**src/rtl/ctrl_pipe_if.sv**
```systemverilog
// Decode-to-writeback control bundle: D-side inputs, stage holds, and per-stage control/valid/beat outputs.
interface ctrl_pipe_if #(
    parameter int CTRL_W = 12,
    parameter int BEATS  = 4
);
    localparam int BEAT_W = (BEATS > 1) ? $clog2(BEATS) : 1;

    logic [CTRL_W-1:0] ctrlD;
    logic              validD;
    logic              vecD;
    logic              stallE;
    logic              stallM;
    logic              flushE;

    logic [CTRL_W-1:0] ctrlE;
    logic [CTRL_W-1:0] ctrlM;
    logic [CTRL_W-1:0] ctrlW;
    logic              validE;
    logic              validM;
    logic              validW;
    logic [BEAT_W-1:0] beatE;
    logic [BEAT_W-1:0] beatM;
    logic [BEAT_W-1:0] beatW;
    logic              lastbeatE;
    logic              busyD;

    modport master (
        output ctrlD, validD, vecD, stallE, stallM, flushE,
        input  ctrlE, ctrlM, ctrlW, validE, validM, validW,
        input  beatE, beatM, beatW, lastbeatE, busyD
    );

    modport slave (
        input  ctrlD, validD, vecD, stallE, stallM, flushE,
        output ctrlE, ctrlM, ctrlW, validE, validM, validW,
        output beatE, beatM, beatW, lastbeatE, busyD
    );
endinterface

```
**src/rtl/ctrl_pipe.sv**
```systemverilog
// Control-word pipeline E -> M -> W with multi-beat vector sequencing in E.
// A vector op sits in E for BEATS unstalled cycles, emitting one beat to M per cycle.
module ctrl_pipe #(
    parameter int CTRL_W = 12,
    parameter int BEATS  = 4
) (
    input  logic       clk,
    input  logic       reset,
    ctrl_pipe_if.slave bus
);
    localparam int                BEAT_W    = (BEATS > 1) ? $clog2(BEATS) : 1;
    localparam logic [BEAT_W-1:0] LAST_BEAT = BEAT_W'(BEATS - 1);
    localparam logic              MULTI     = 1'(BEATS > 1);

    typedef enum logic {RUN, VEC} state_t;

    state_t            state_q, state_d;
    logic [CTRL_W-1:0] ctrl_e_q, ctrl_e_d;
    logic              valid_e_q, valid_e_d;
    logic              vec_e_q, vec_e_d;
    logic [BEAT_W-1:0] beat_e_q, beat_e_d;

    logic [CTRL_W-1:0] ctrl_m_q, ctrl_m_d;
    logic              valid_m_q, valid_m_d;
    logic [BEAT_W-1:0] beat_m_q, beat_m_d;

    logic [CTRL_W-1:0] ctrl_w_q, ctrl_w_d;
    logic              valid_w_q, valid_w_d;
    logic [BEAT_W-1:0] beat_w_q, beat_w_d;

    logic st_e;
    logic lastbeat_e;
    logic vec_busy;

    // A memory-stage hold must also freeze E, otherwise E would overrun M.
    assign st_e       = bus.stallE | bus.stallM;
    assign lastbeat_e = ~(valid_e_q & vec_e_q) | (beat_e_q == LAST_BEAT);
    assign vec_busy   = (state_q == VEC) & ~lastbeat_e;

    always_comb begin
        state_d   = state_q;
        ctrl_e_d  = ctrl_e_q;
        valid_e_d = valid_e_q;
        vec_e_d   = vec_e_q;
        beat_e_d  = beat_e_q;
        if (bus.flushE) begin
            state_d   = RUN;
            ctrl_e_d  = '0;
            valid_e_d = 1'b0;
            vec_e_d   = 1'b0;
            beat_e_d  = '0;
        end else if (st_e) begin
            state_d = state_q;
        end else if (vec_busy) begin
            beat_e_d = beat_e_q + BEAT_W'(1);
        end else begin
            ctrl_e_d  = bus.validD ? bus.ctrlD : '0;
            valid_e_d = bus.validD;
            vec_e_d   = bus.vecD & bus.validD & MULTI;
            beat_e_d  = '0;
            state_d   = (bus.validD & bus.vecD & MULTI) ? VEC : RUN;
        end
    end

    // M only accepts a beat on a cycle where E actually advances, so each beat lands once.
    always_comb begin
        ctrl_m_d  = ctrl_m_q;
        valid_m_d = valid_m_q;
        beat_m_d  = beat_m_q;
        if (bus.stallM) begin
            ctrl_m_d = ctrl_m_q;
        end else if (st_e | bus.flushE) begin
            ctrl_m_d  = '0;
            valid_m_d = 1'b0;
            beat_m_d  = '0;
        end else begin
            ctrl_m_d  = ctrl_e_q;
            valid_m_d = valid_e_q;
            beat_m_d  = beat_e_q;
        end
    end

    always_comb begin
        ctrl_w_d  = ctrl_m_q;
        valid_w_d = valid_m_q;
        beat_w_d  = beat_m_q;
        if (bus.stallM) begin
            ctrl_w_d  = '0;
            valid_w_d = 1'b0;
            beat_w_d  = '0;
        end
    end

    always_ff @(posedge clk) begin
        if (reset) begin
            state_q   <= RUN;
            ctrl_e_q  <= '0;
            valid_e_q <= 1'b0;
            vec_e_q   <= 1'b0;
            beat_e_q  <= '0;
            ctrl_m_q  <= '0;
            valid_m_q <= 1'b0;
            beat_m_q  <= '0;
            ctrl_w_q  <= '0;
            valid_w_q <= 1'b0;
            beat_w_q  <= '0;
        end else begin
            state_q   <= state_d;
            ctrl_e_q  <= ctrl_e_d;
            valid_e_q <= valid_e_d;
            vec_e_q   <= vec_e_d;
            beat_e_q  <= beat_e_d;
            ctrl_m_q  <= ctrl_m_d;
            valid_m_q <= valid_m_d;
            beat_m_q  <= beat_m_d;
            ctrl_w_q  <= ctrl_w_d;
            valid_w_q <= valid_w_d;
            beat_w_q  <= beat_w_d;
        end
    end

    assign bus.ctrlE     = ctrl_e_q;
    assign bus.validE    = valid_e_q;
    assign bus.beatE     = beat_e_q;
    assign bus.ctrlM     = ctrl_m_q;
    assign bus.validM    = valid_m_q;
    assign bus.beatM     = beat_m_q;
    assign bus.ctrlW     = ctrl_w_q;
    assign bus.validW    = valid_w_q;
    assign bus.beatW     = beat_w_q;
    assign bus.lastbeatE = lastbeat_e;
    assign bus.busyD     = valid_e_q & vec_e_q & ~lastbeat_e;
endmodule

```
**src/flat_wrapper.sv**
```systemverilog
// flat-port wrapper written by rule: the top's interface ports become plain ports
module ctrl_pipe_flat 
#(
    parameter int CTRL_W = 12,
    parameter int BEATS  = 4
)
  (clk, reset, bus_ctrlD, bus_validD, bus_vecD, bus_stallE, bus_stallM, bus_flushE, bus_ctrlE, bus_ctrlM, bus_ctrlW, bus_validE, bus_validM, bus_validW, bus_beatE, bus_beatM, bus_beatW, bus_lastbeatE, bus_busyD);
  ctrl_pipe_if #(.CTRL_W(CTRL_W), .BEATS(BEATS)) bus_i ();
  input  logic clk;
  input  logic reset;
  input wire logic [$bits(bus_i.ctrlD)-1:0] bus_ctrlD;
  input wire logic [$bits(bus_i.validD)-1:0] bus_validD;
  input wire logic [$bits(bus_i.vecD)-1:0] bus_vecD;
  input wire logic [$bits(bus_i.stallE)-1:0] bus_stallE;
  input wire logic [$bits(bus_i.stallM)-1:0] bus_stallM;
  input wire logic [$bits(bus_i.flushE)-1:0] bus_flushE;
  output wire logic [$bits(bus_i.ctrlE)-1:0] bus_ctrlE;
  output wire logic [$bits(bus_i.ctrlM)-1:0] bus_ctrlM;
  output wire logic [$bits(bus_i.ctrlW)-1:0] bus_ctrlW;
  output wire logic [$bits(bus_i.validE)-1:0] bus_validE;
  output wire logic [$bits(bus_i.validM)-1:0] bus_validM;
  output wire logic [$bits(bus_i.validW)-1:0] bus_validW;
  output wire logic [$bits(bus_i.beatE)-1:0] bus_beatE;
  output wire logic [$bits(bus_i.beatM)-1:0] bus_beatM;
  output wire logic [$bits(bus_i.beatW)-1:0] bus_beatW;
  output wire logic [$bits(bus_i.lastbeatE)-1:0] bus_lastbeatE;
  output wire logic [$bits(bus_i.busyD)-1:0] bus_busyD;
  assign bus_i.ctrlD = bus_ctrlD;
  assign bus_i.validD = bus_validD;
  assign bus_i.vecD = bus_vecD;
  assign bus_i.stallE = bus_stallE;
  assign bus_i.stallM = bus_stallM;
  assign bus_i.flushE = bus_flushE;
  assign bus_ctrlE = bus_i.ctrlE;
  assign bus_ctrlM = bus_i.ctrlM;
  assign bus_ctrlW = bus_i.ctrlW;
  assign bus_validE = bus_i.validE;
  assign bus_validM = bus_i.validM;
  assign bus_validW = bus_i.validW;
  assign bus_beatE = bus_i.beatE;
  assign bus_beatM = bus_i.beatM;
  assign bus_beatW = bus_i.beatW;
  assign bus_lastbeatE = bus_i.lastbeatE;
  assign bus_busyD = bus_i.busyD;
  ctrl_pipe #(.CTRL_W(CTRL_W), .BEATS(BEATS)) u_core (.clk(clk), .reset(reset), .bus(bus_i));
endmodule
```
**config.mk**
```make
export PLATFORM = sky130hd
export DESIGN_NAME = ctrl_pipe_flat
export DESIGN_NICKNAME = d
export VERILOG_FILES = /design/src/rtl/ctrl_pipe_if.sv /design/src/rtl/ctrl_pipe.sv /design/src/flat_wrapper.sv
export SDC_FILE = /design/constraint.sdc
export NUM_CORES = 1
export LEC_CHECK = 0
export BUFFER_PORTS_ARGS = -buffer_cell sky130_fd_sc_hd__buf_4
export CAP_MARGIN = 5
export CORE_ASPECT_RATIO = 1.75
export CORE_UTILIZATION = 46
export DETAILED_ROUTE_END_ITERATION = 7
export PLACE_DENSITY = 0.86
export SLEW_MARGIN = 20
export SYNTH_ARGS = -nofsm -noshare
export SYNTH_HDL_FRONTEND = slang
export SYNTH_SLANG_ARGS = --single-unit
```
**constraint.sdc**
```tcl
create_clock -name clk -period 1.9 [get_ports clk]
set_input_delay 0.095 -clock clk [delete_from_list [all_inputs] [get_ports clk]]
set_output_delay 0.095 -clock clk [all_outputs]
set_load 0.01 [all_outputs]
```
Yosys cells after proc, flatten, opt, wreduce, memory -nomap -nowiden
Cells that the tools add are included.

storage, ports and cells
  flip-flop bits (word level) = 47
  input port bits = 19
  output and inout port bits = 47

operators by class
  add/subtract/negate cells = 1
  equality and inequality tests = 1
  multiplexer cells = 6
  bitwise operators = 11
  reduce and logical (&&, ||, !) cells = 3

operators with widths
  kind                                                           count
  12-bit 2-to-1 mux                                              2
  1-bit bitwise AND                                              4
  2-bit 2-to-1 mux                                               2
  1-bit NOT                                                      4
  2-bit OR reduction                                             2
  1-bit OR                                                       3
  2-bit by 1-bit adder with 2-bit output, second input constant  1
  2-bit == test, second input constant                           1
  1-bit 2-to-1 mux                                               2
  2-bit AND reduction                                            1

Longest topological paths before layout
Gate-level depths: netlist (run 1).

  depth after elaboration = 7
  mapped depth = 7
  gate-level depth less buffers = 5

Worst setup path after synthesis (run 1)
OpenSTA, ideal clock, no wires.

  kind = flip-flop to flip-flop
  start = register u_core.beat_e_q[0] (netlist: u_core.bus.beatE[0])
  end = register u_core.ctrl_e_q[4] (netlist: u_core.bus.ctrlE[4])
  library setup time = 0.070 ns
  arrival = 1.407 ns
  data required time = 1.830 ns
  setup slack = 0.423 ns
  cell stages (with the launch flop) = 7
  buffers on the path = 2
  cell sequence = dfxtp_1 -> ha_1 -> and3b_1 -> clkbuf_2 -> clkbuf_1 -> o21ai_0 -> a21oi_1

between the ends
  word-level cells in the longest chain between the ends = 6

ends and longest elaborated chain
  element                        RTL line          RTL
  start, declared                ctrl_pipe.sv:21   logic [BEAT_W-1:0] beat_e_q, beat_e_d;
  start signal, assigned         ctrl_pipe.sv:112  beat_e_q <= beat_e_d;
  2-bit == test                  ctrl_pipe.sv:37   assign lastbeat_e = ~(valid_e_q & vec_e_q) | (beat_e_q == LAST_BEAT);
  1-bit OR                       ctrl_pipe.sv:37
  1-bit NOT                      ctrl_pipe.sv:38   assign vec_busy = (state_q == VEC) & ~lastbeat_e;
  1-bit bitwise AND              ctrl_pipe.sv:38
  1-bit NOT (no line)            n/a
  2-bit AND reduction (no line)  n/a
  end signal, assigned           ctrl_pipe.sv:109  ctrl_e_q <= ctrl_e_d;
  end, declared                  ctrl_pipe.sv:18   logic [CTRL_W-1:0] ctrl_e_q, ctrl_e_d;

No other way between the ends.
A chain may end at the register's enable or synchronous reset.

Worst setup path in the final report (run 1)
  start = register u_core.beat_e_q[0] (netlist: u_core.bus.beatE[0])
  end = output bus_busyD

between the ends
  word-level cells in the longest chain between the ends = 4

ends and longest elaborated chain
  element            RTL line            RTL
  2-bit == test      ctrl_pipe.sv:37
  1-bit OR           ctrl_pipe.sv:37
  1-bit NOT          ctrl_pipe.sv:132    assign bus.busyD = valid_e_q & vec_e_q & ~lastbeat_e;
  1-bit bitwise AND  ctrl_pipe.sv:132
  end, declared      flat_wrapper.sv:27  output wire logic [$bits(bus_i.busyD)-1:0] bus_busyD;

No other way between the ends.

==> results of run 1 <==
[cell usage in the layout, fill, tap and decap left out]
master,count
a21oi_1,15
a22oi_1,15
a31oi_1,1
and2_1,15
and3b_1,1
buf_4,68
clkbuf_8,5
clkinv_2,2
dfxtp_1,46
ha_1,1
inv_2,1
nand2_1,3
nand3_1,3
nand4_1,12
nor2_1,17
nor3_2,1
o21ai_0,13
or2_1,1
or2_2,1
or3_1,1
[final timing paths]
kind / startpoint / to / cells past startpoint
setup / recovery: u_core.bus.beatE[0] / bus_busyD / 4
hold / removal: bus_ctrlD[6] / u_core.bus.ctrlE[6] / 3
setup reg to reg: u_core.bus.beatE[0] / u_core.bus.beatE[0] / 5
hold reg to reg: u_core.bus.ctrlM[2] / u_core.bus.ctrlW[2] / 1
[cell type report]
class	instances	area (sq um)	area share, %
Tap cell	43	53.80	2.519
Timing Repair Buffer	68	510.5	23.90
Clock buffer	5	68.82	3.222
Multi-Input combinational cell	100	568.0	26.60
Sequential cell	46	920.9	43.12
Inverter	1	3.754	0.1757
Clock inverter	2	10.01	0.4687
[logic make-up after synthesis]
kind of cell | share of synthesized area (%)
flip-flops | 58.79
buffers and inverters | 4.951
AND/OR/NAND/NOR | 18.93
adder cells (fa/ha/maj) | 0.7986
AO/OA/AOI/OAI | 16.53
[per-layer routing]
layer	track usage (%)	up-vias	share of wire [%]
met5	0	-	0
li1	-	682	-
met2	32.82	52	54
met1	24.03	639	38
met4	12.35	0	3.7
met3	4.318	11	4.6
[power breakdown]
group	switching (mW)	leakage, nW	internal (mW)	total (mW)
Combinational	0.0515	0.496	0.0396	0.0911
Sequential	0.00386	0.371	0.968	0.972
Clock	0.296	0.0438	0.247	0.542
Total	0.351	0.911	1.25	1.61
[state kept, by name, summed over array words and instances (netlist names)]
register and flops:
u_core.bus.ctrlE 12, u_core.bus.validW 1, u_core.vec_e_q 1, u_core.bus.beatW 2
u_core.bus.beatE 2, u_core.bus.validE 1, u_core.bus.beatM 2, u_core.bus.ctrlW 12
u_core.bus.validM 1, u_core.bus.ctrlM 12
[worst max-delay path: cells and delay by family (launching register included)]
kind	cells	cell delay [ns]
adder cells (fa/ha/maj)	1	0.21
buffers and inverters	2	0.34
flip-flops	1	0.35
AND/OR/NAND/NOR	1	0.25
[stage by stage]
step	utilization [%]	instances	cell area (sq um)
4_1_cts	66.55	265	2136
3_3_place_gp	64.09	258	2057
3_5_place_dp	64.09	258	2057
5_1_grt	66.55	265	2136
2_1_floorplan	-	162	1567
6_report	66.55	265	2136
==> results.json, run 1 <==
{
  "netlist-cell-type-count": 21,
  "cts.path.max_buffers": 2,
  "p_leak_nw": 0.9109,
  "clock_sink_count": 46,
  "unrepaired_setup_endpoints_after_global_routing": "false",
  "clock_root_buffer_master": "clkbuf_8",
  "syn-cell-area_sq_um": 1567,
  "cts_made_buffers": 5,
  "drt_drc_violations_left": 0,
  "max_slew_margin_pct": 56.08,
  "vias": 1384,
  "synth_edf_count": 0,
  "rows": 27,
  "crit_arrival_ns": 1.45,
  "fmax_mhz": 648.9,
  "synth_fp_nets": 182,
  "largest_net_degree_at_the_start_of_global_routing": 20,
  "timing.clock.skew_ns": 0.002955,
  "yosys-top-cells-area": "dfxtp_1 (59%), a22oi_1 (7.2%), and2_1 (6.0%)",
  "setup.worst_path.start_class": "flop",
  "grt_usage_pct": 20.59,
  "numnets_final": 242,
  "route.antenna.remaining_nets": 0,
  "ctsHtreeMaxLevel": 2,
  "timing_worst_setup_path_type": "flop to primary output",
  "fp.dieW_um": 46.12,
  "cp_cell_sequence": "ha_1 -> and3b_1 -> buf_4 -> buf_4",
  "critPathMostFrequentCell": "buf_4",
  "max-vdd-ir-drop_mv": 0.5252,
  "critPathMaxStageDelay_ns": 0.35,
  "grt_first_pass_wirelength_mm": 5.464,
  "post_cts.repair.setup_buffers": 0,
  "synth.most_common_cell": "dfxtp_1",
  "grt-ovfl-total": 0,
  "timing_hold_violations_final": 0,
  "netlist_instances": 162,
  "fin_tns_setup_ns": 0,
  "timing.critical_path.required_ns": 1.80,
  "outcome": "complete, no violations",
  "io_buffers": 65,
  "avg_cell_area_syn_sq_um": 9.670,
  "layout-drive-gt1-share_pct": 35.14,
  "cp-end-kind": "primary output",
  "worst_slack_ns": 0.3589,
  "yosys-top-cells-count": "dfxtp_1 (46), nor2_1 (17), a21oi_1 (15), a22oi_1 (15), and2_1 (15)",
  "core_area_sq_um": 3209,
  "cts.hold.buffers_added": 0,
  "setup_violations": 0,
  "grt_antenna_before_repair": 0,
  "holdCritPathClass": "primary input to flop",
  "die_y_um": 79.20,
  "number_of_global_route_vias_before_repair": 1185,
  "synthFlopType": "dfxtp_1",
  "drt-vias-per-instance": 5.223,
  "post_cts.resized_instances": 0,
  "die_area_sq_um": 3652,
  "cp_max_fo": 15,
  "routed_wl_mm": 3.556,
  "clk_transition_reported_paths_ns": 0.08,
  "clk_latency_ns": 0.29,
  "synth_top_area_cell": "dfxtp_1",
  "fraction_of_registers_with_async_set_or_reset_after_synthesis_pct": 0,
  "initial_utilization_pct": 48.81,
  "fillers": 264,
  "routability_congestion": 0.8396,
  "min_hold_slack_ns": 0.08079,
  "wl_per_cell_um": 13.42,
  "preCtsSetupSlack_ns": 0.4234,
  "yosysSeqAreaShare_pct": 58.79,
  "maxSlewViolCount": 0,
  "timing.max_cap.violations": 0,
  "tritoncts": "done",
  "place_hpwl_mm": 2.623,
  "synthToLayoutAreaGrowth_pct": 36.34,
  "n_antenna_cell": 0,
  "worstMarginPinSlew_ns": 0.6563,
  "synth_largest_type_area_fraction_pct": 58.79,
  "drt_iter0_drc": 38,
  "critical_path_cell_with_the_highest_stage_delay": "dfxtp_1",
  "synth-seq-cells": 46,
  "fin_crit_sh_pct": 81.11,
  "finalCriticalPeriod_ns": 1.541,
  "post-layout-total-power_mw": 1.605,
  "ios": 66,
  "r2r_setup_slack_ns": 0.40,
  "synthesis.yosys.warnings": 0,
  "power_density_nw_per_um2": 751.6,
  "drt-pass1-iter-count": 4
}
Note: power is estimated with default switching activity, not from simulation.
==> run 2: changes to the inputs <==
- ABC_AREA: not set -> 1
- CORE_UTILIZATION: 46 -> 48
- PLACE_DENSITY: 0.86 -> 0.87
- clock period: 1.9 -> 1.55 ns (I/O delays scaled with it)
==> run 2 against run 1 <==
Final cell count rose by 23%. Clock skew rose by 0.0057 ns. Wire length fell by 4.2%. Non-clock buffer count rose by 4. Area after synthesis rose by 16%. Critical path type unchanged. Largest cell class unchanged. Highest routed layer unchanged.
==> results.json, run 2 <==
{
  "grt_antenna_before_repair": 0,
  "routed_wl_mm": 3.408,
  "fp.dieW_um": 48.48,
  "holdCritPathClass": "primary input to flop",
  "layout.cells.non_filler": 325,
  "clk_latency_ns": 0.31,
  "critPathMaxStageDelay_ns": 0.36,
  "post-layout-total-power_mw": 2.099,
  "timing.clock.skew_ns": 0.008612,
  "clk_transition_reported_paths_ns": 0.09,
  "synthesis.yosys.warnings": 0,
  "die_area_sq_um": 4039,
  "yosysSeqAreaShare_pct": 50.76,
  "timing_worst_setup_path_type": "flop to primary output",
  "wl_per_cell_um": 10.49,
  "fin_tns_setup_ns": 0,
  "cp_max_fo": 4,
  "power_density_nw_per_um2": 869.2,
  "largest_net_degree_at_the_start_of_global_routing": 19,
  "place_hpwl_mm": 2.619,
  "utilization_pct": 66.55,
  "io_buffers": 65,
  "min_hold_slack_ns": 0.01338,
  "rows": 29,
  "met2RoutedLength_mm": 1.871,
  "final_cell_mix": "buf_4 (68), dfxtp_1 (46), nand2_1 (41)",
  "drt-pass1-iter-count": 4,
  "setup.worst_path.start_class": "flop",
  "core_area_sq_um": 3628,
  "unrepaired_setup_endpoints_after_global_routing": "false",
  "synthToLayoutAreaGrowth_pct": 33.10,
  "maxSlewViolCount": 0,
  "synth_largest_type_area_fraction_pct": 50.76,
  "worstMarginPinSlew_ns": 0.4224,
  "topRoutingLayerUsed": "met4",
  "synth.most_common_cell": "dfxtp_1",
  "clock_root_buffer_master": "clkbuf_8",
  "drt_iter0_drc": 29,
  "p_leak_nw": 1.082,
  "timing.max_cap.violations": 0,
  "setup_violations": 0,
  "yosys-top-cells-area": "dfxtp_1 (51%), nand3_1 (9.4%), nand2_1 (8.5%)",
  "route.layer.met1.wl_mm": 1.269,
  "synth-seq-cells": 46,
  "synth_top_area_cell": "dfxtp_1",
  "fmax_mhz": 706.4,
  "cpLargestDelayFamily": "flip-flops",
  "grt_usage_pct": 18.66,
  "max_slew_margin_pct": 71.81,
  "number_of_global_route_vias_before_repair": 1406,
  "netlist_instances": 212,
  "cp.buffers_inverters": 1,
  "ios": 66,
  "die_y_um": 83.33,
  "fraction_of_registers_with_async_set_or_reset_after_synthesis_pct": 0,
  "drt-vias-per-instance": 4.702,
  "synth_fp_nets": 232,
  "initial_utilization_pct": 50.00,
  "finalCriticalPeriod_ns": 1.416,
  "grt-ovfl-total": 0,
  "ctsHtreeMaxLevel": 2,
  "timing_hold_violations_final": 0,
  "cp_cell_sequence": "ha_1 -> nor2_1 -> buf_4",
  "clock_sink_count": 46,
  "fin_crit_sh_pct": 91.34,
  "yosys-top-cells-count": "dfxtp_1 (46), nand2_1 (41), nand3_1 (34)",
  "layout-drive-gt1-share_pct": 32.97,
  "route.antenna.remaining_nets": 0,
  "outcome": "complete, no violations",
  "grt_first_pass_wirelength_mm": 5.823,
  "synthFlopType": "dfxtp_1",
  "max-vdd-ir-drop_mv": 0.7433,
  "cts.path.max_buffers": 2,
  "route.met3.wl_um": 171,
  "numnets_final": 298,
  "dp_cells": 313,
  "fillers": 319,
  "synth_edf_count": 0,
  "crit_arrival_ns": 1.34,
  "post_cts.resized_instances": 0,
  "n_antenna_cell": 0,
  "vias": 1528,
  "tritoncts": "done",
  "netlist-cell-type-count": 23,
  "cp-end-kind": "primary output",
  "drt_drc_violations_left": 0,
  "avg_cell_area_syn_sq_um": 8.558,
  "routability_congestion": 0.8657,
  "timing.critical_path.required_ns": 1.47,
  "cts_made_buffers": 5,
  "critical_path_cell_with_the_highest_stage_delay": "dfxtp_1",
  "layout.cells.most_common": "buf_4",
  "syn-cell-area_sq_um": 1814
}
## run 2: cell types whose count changed in the layout (fill, tap and decap cells not counted), sizes merged, moves of 4 or more
cell	delta
a22oi	-15
nand2	+39
nor2	+4
nand3	+32
inv	+27
nand4	-4
o21ai	-12
dlygate4sd3	+4
and2	-15
## run 2: cells by family after synthesis
group	after synthesis	share of synthesized area, %
flops	46	50.76
fa+ha+maj	1	0.6895
buf+inv	40	11.17
simple gates	108	32.48
compound gates	16	4.413
xor+xnor	1	0.4828
## run 2: worst reg2reg max path, cell delays in order (launching register included)
cell	delay (ns)
dfxtp_1	0.36
ha_1	0.23
inv_1	0.07
nand3_2	0.17
nand2_2	0.27
nand2_1	0.11
nor2_1	0.11
## run 2: final cells by class
class / instances / area (sq um) / share of cell area, %
sequential: 46 / 920.9 / 38.13
timing repair buffer: 72 / 550.5 / 22.80
clock buffer: 5 / 68.82 / 2.850
tap: 46 / 57.56 / 2.383
clock inverter: 3 / 25.02 / 1.036
inverter: 27 / 101.3 / 4.197
multi-input combinational: 126 / 690.7 / 28.60
## run 2: metrics by stage
stage / cell area, sq um / setup slack [ns]
final: 2415 / 0.1343
after global routing: 2415 / 0.01596
after CTS: 2415 / 0.1242
after detailed placement: 2281 / 0.2211
after global placement: 2281 / 0.2596
after floorplan: 1814 / 0.2824
## run 2: repair_timing
| item | CTS | global route |
|---|---|---|
| buffers inserted | 0 | 0 |
| hold endpoints to repair | 4 | 0 |
| hold buffers | 4 | 0 |
## run 2: final timing paths
check / cells after the start / from / to / slack [ns]
worst min-delay path: 3 / bus_ctrlD[5] / u_core.bus.ctrlE[5] / 0.01
worst min register to register: 2 / u_core.bus.ctrlM[2] / u_core.bus.ctrlW[2] / 0.45
worst max register to register: 6 / u_core.bus.beatE[0] / u_core.bus.beatE[0] / 0.18
worst max-delay path: 3 / u_core.bus.beatE[0] / bus_busyD / 0.13
## run 2: report_power, final
group	leakage [nW]	internal (mW)	total, mW	switching [mW]
registers	0.371	1.19	1.20	0.00767
logic	0.667	0.0681	0.158	0.0901
clock network	0.0447	0.325	0.745	0.420
total	1.08	1.58	2.10	0.517
## run 2: metal layers
metal,global-route usage (%),up-vias
li1,-,801
met5,0,-
met1,18.30,665
met2,33.93,53
met4,12.57,0
met3,4.029,9
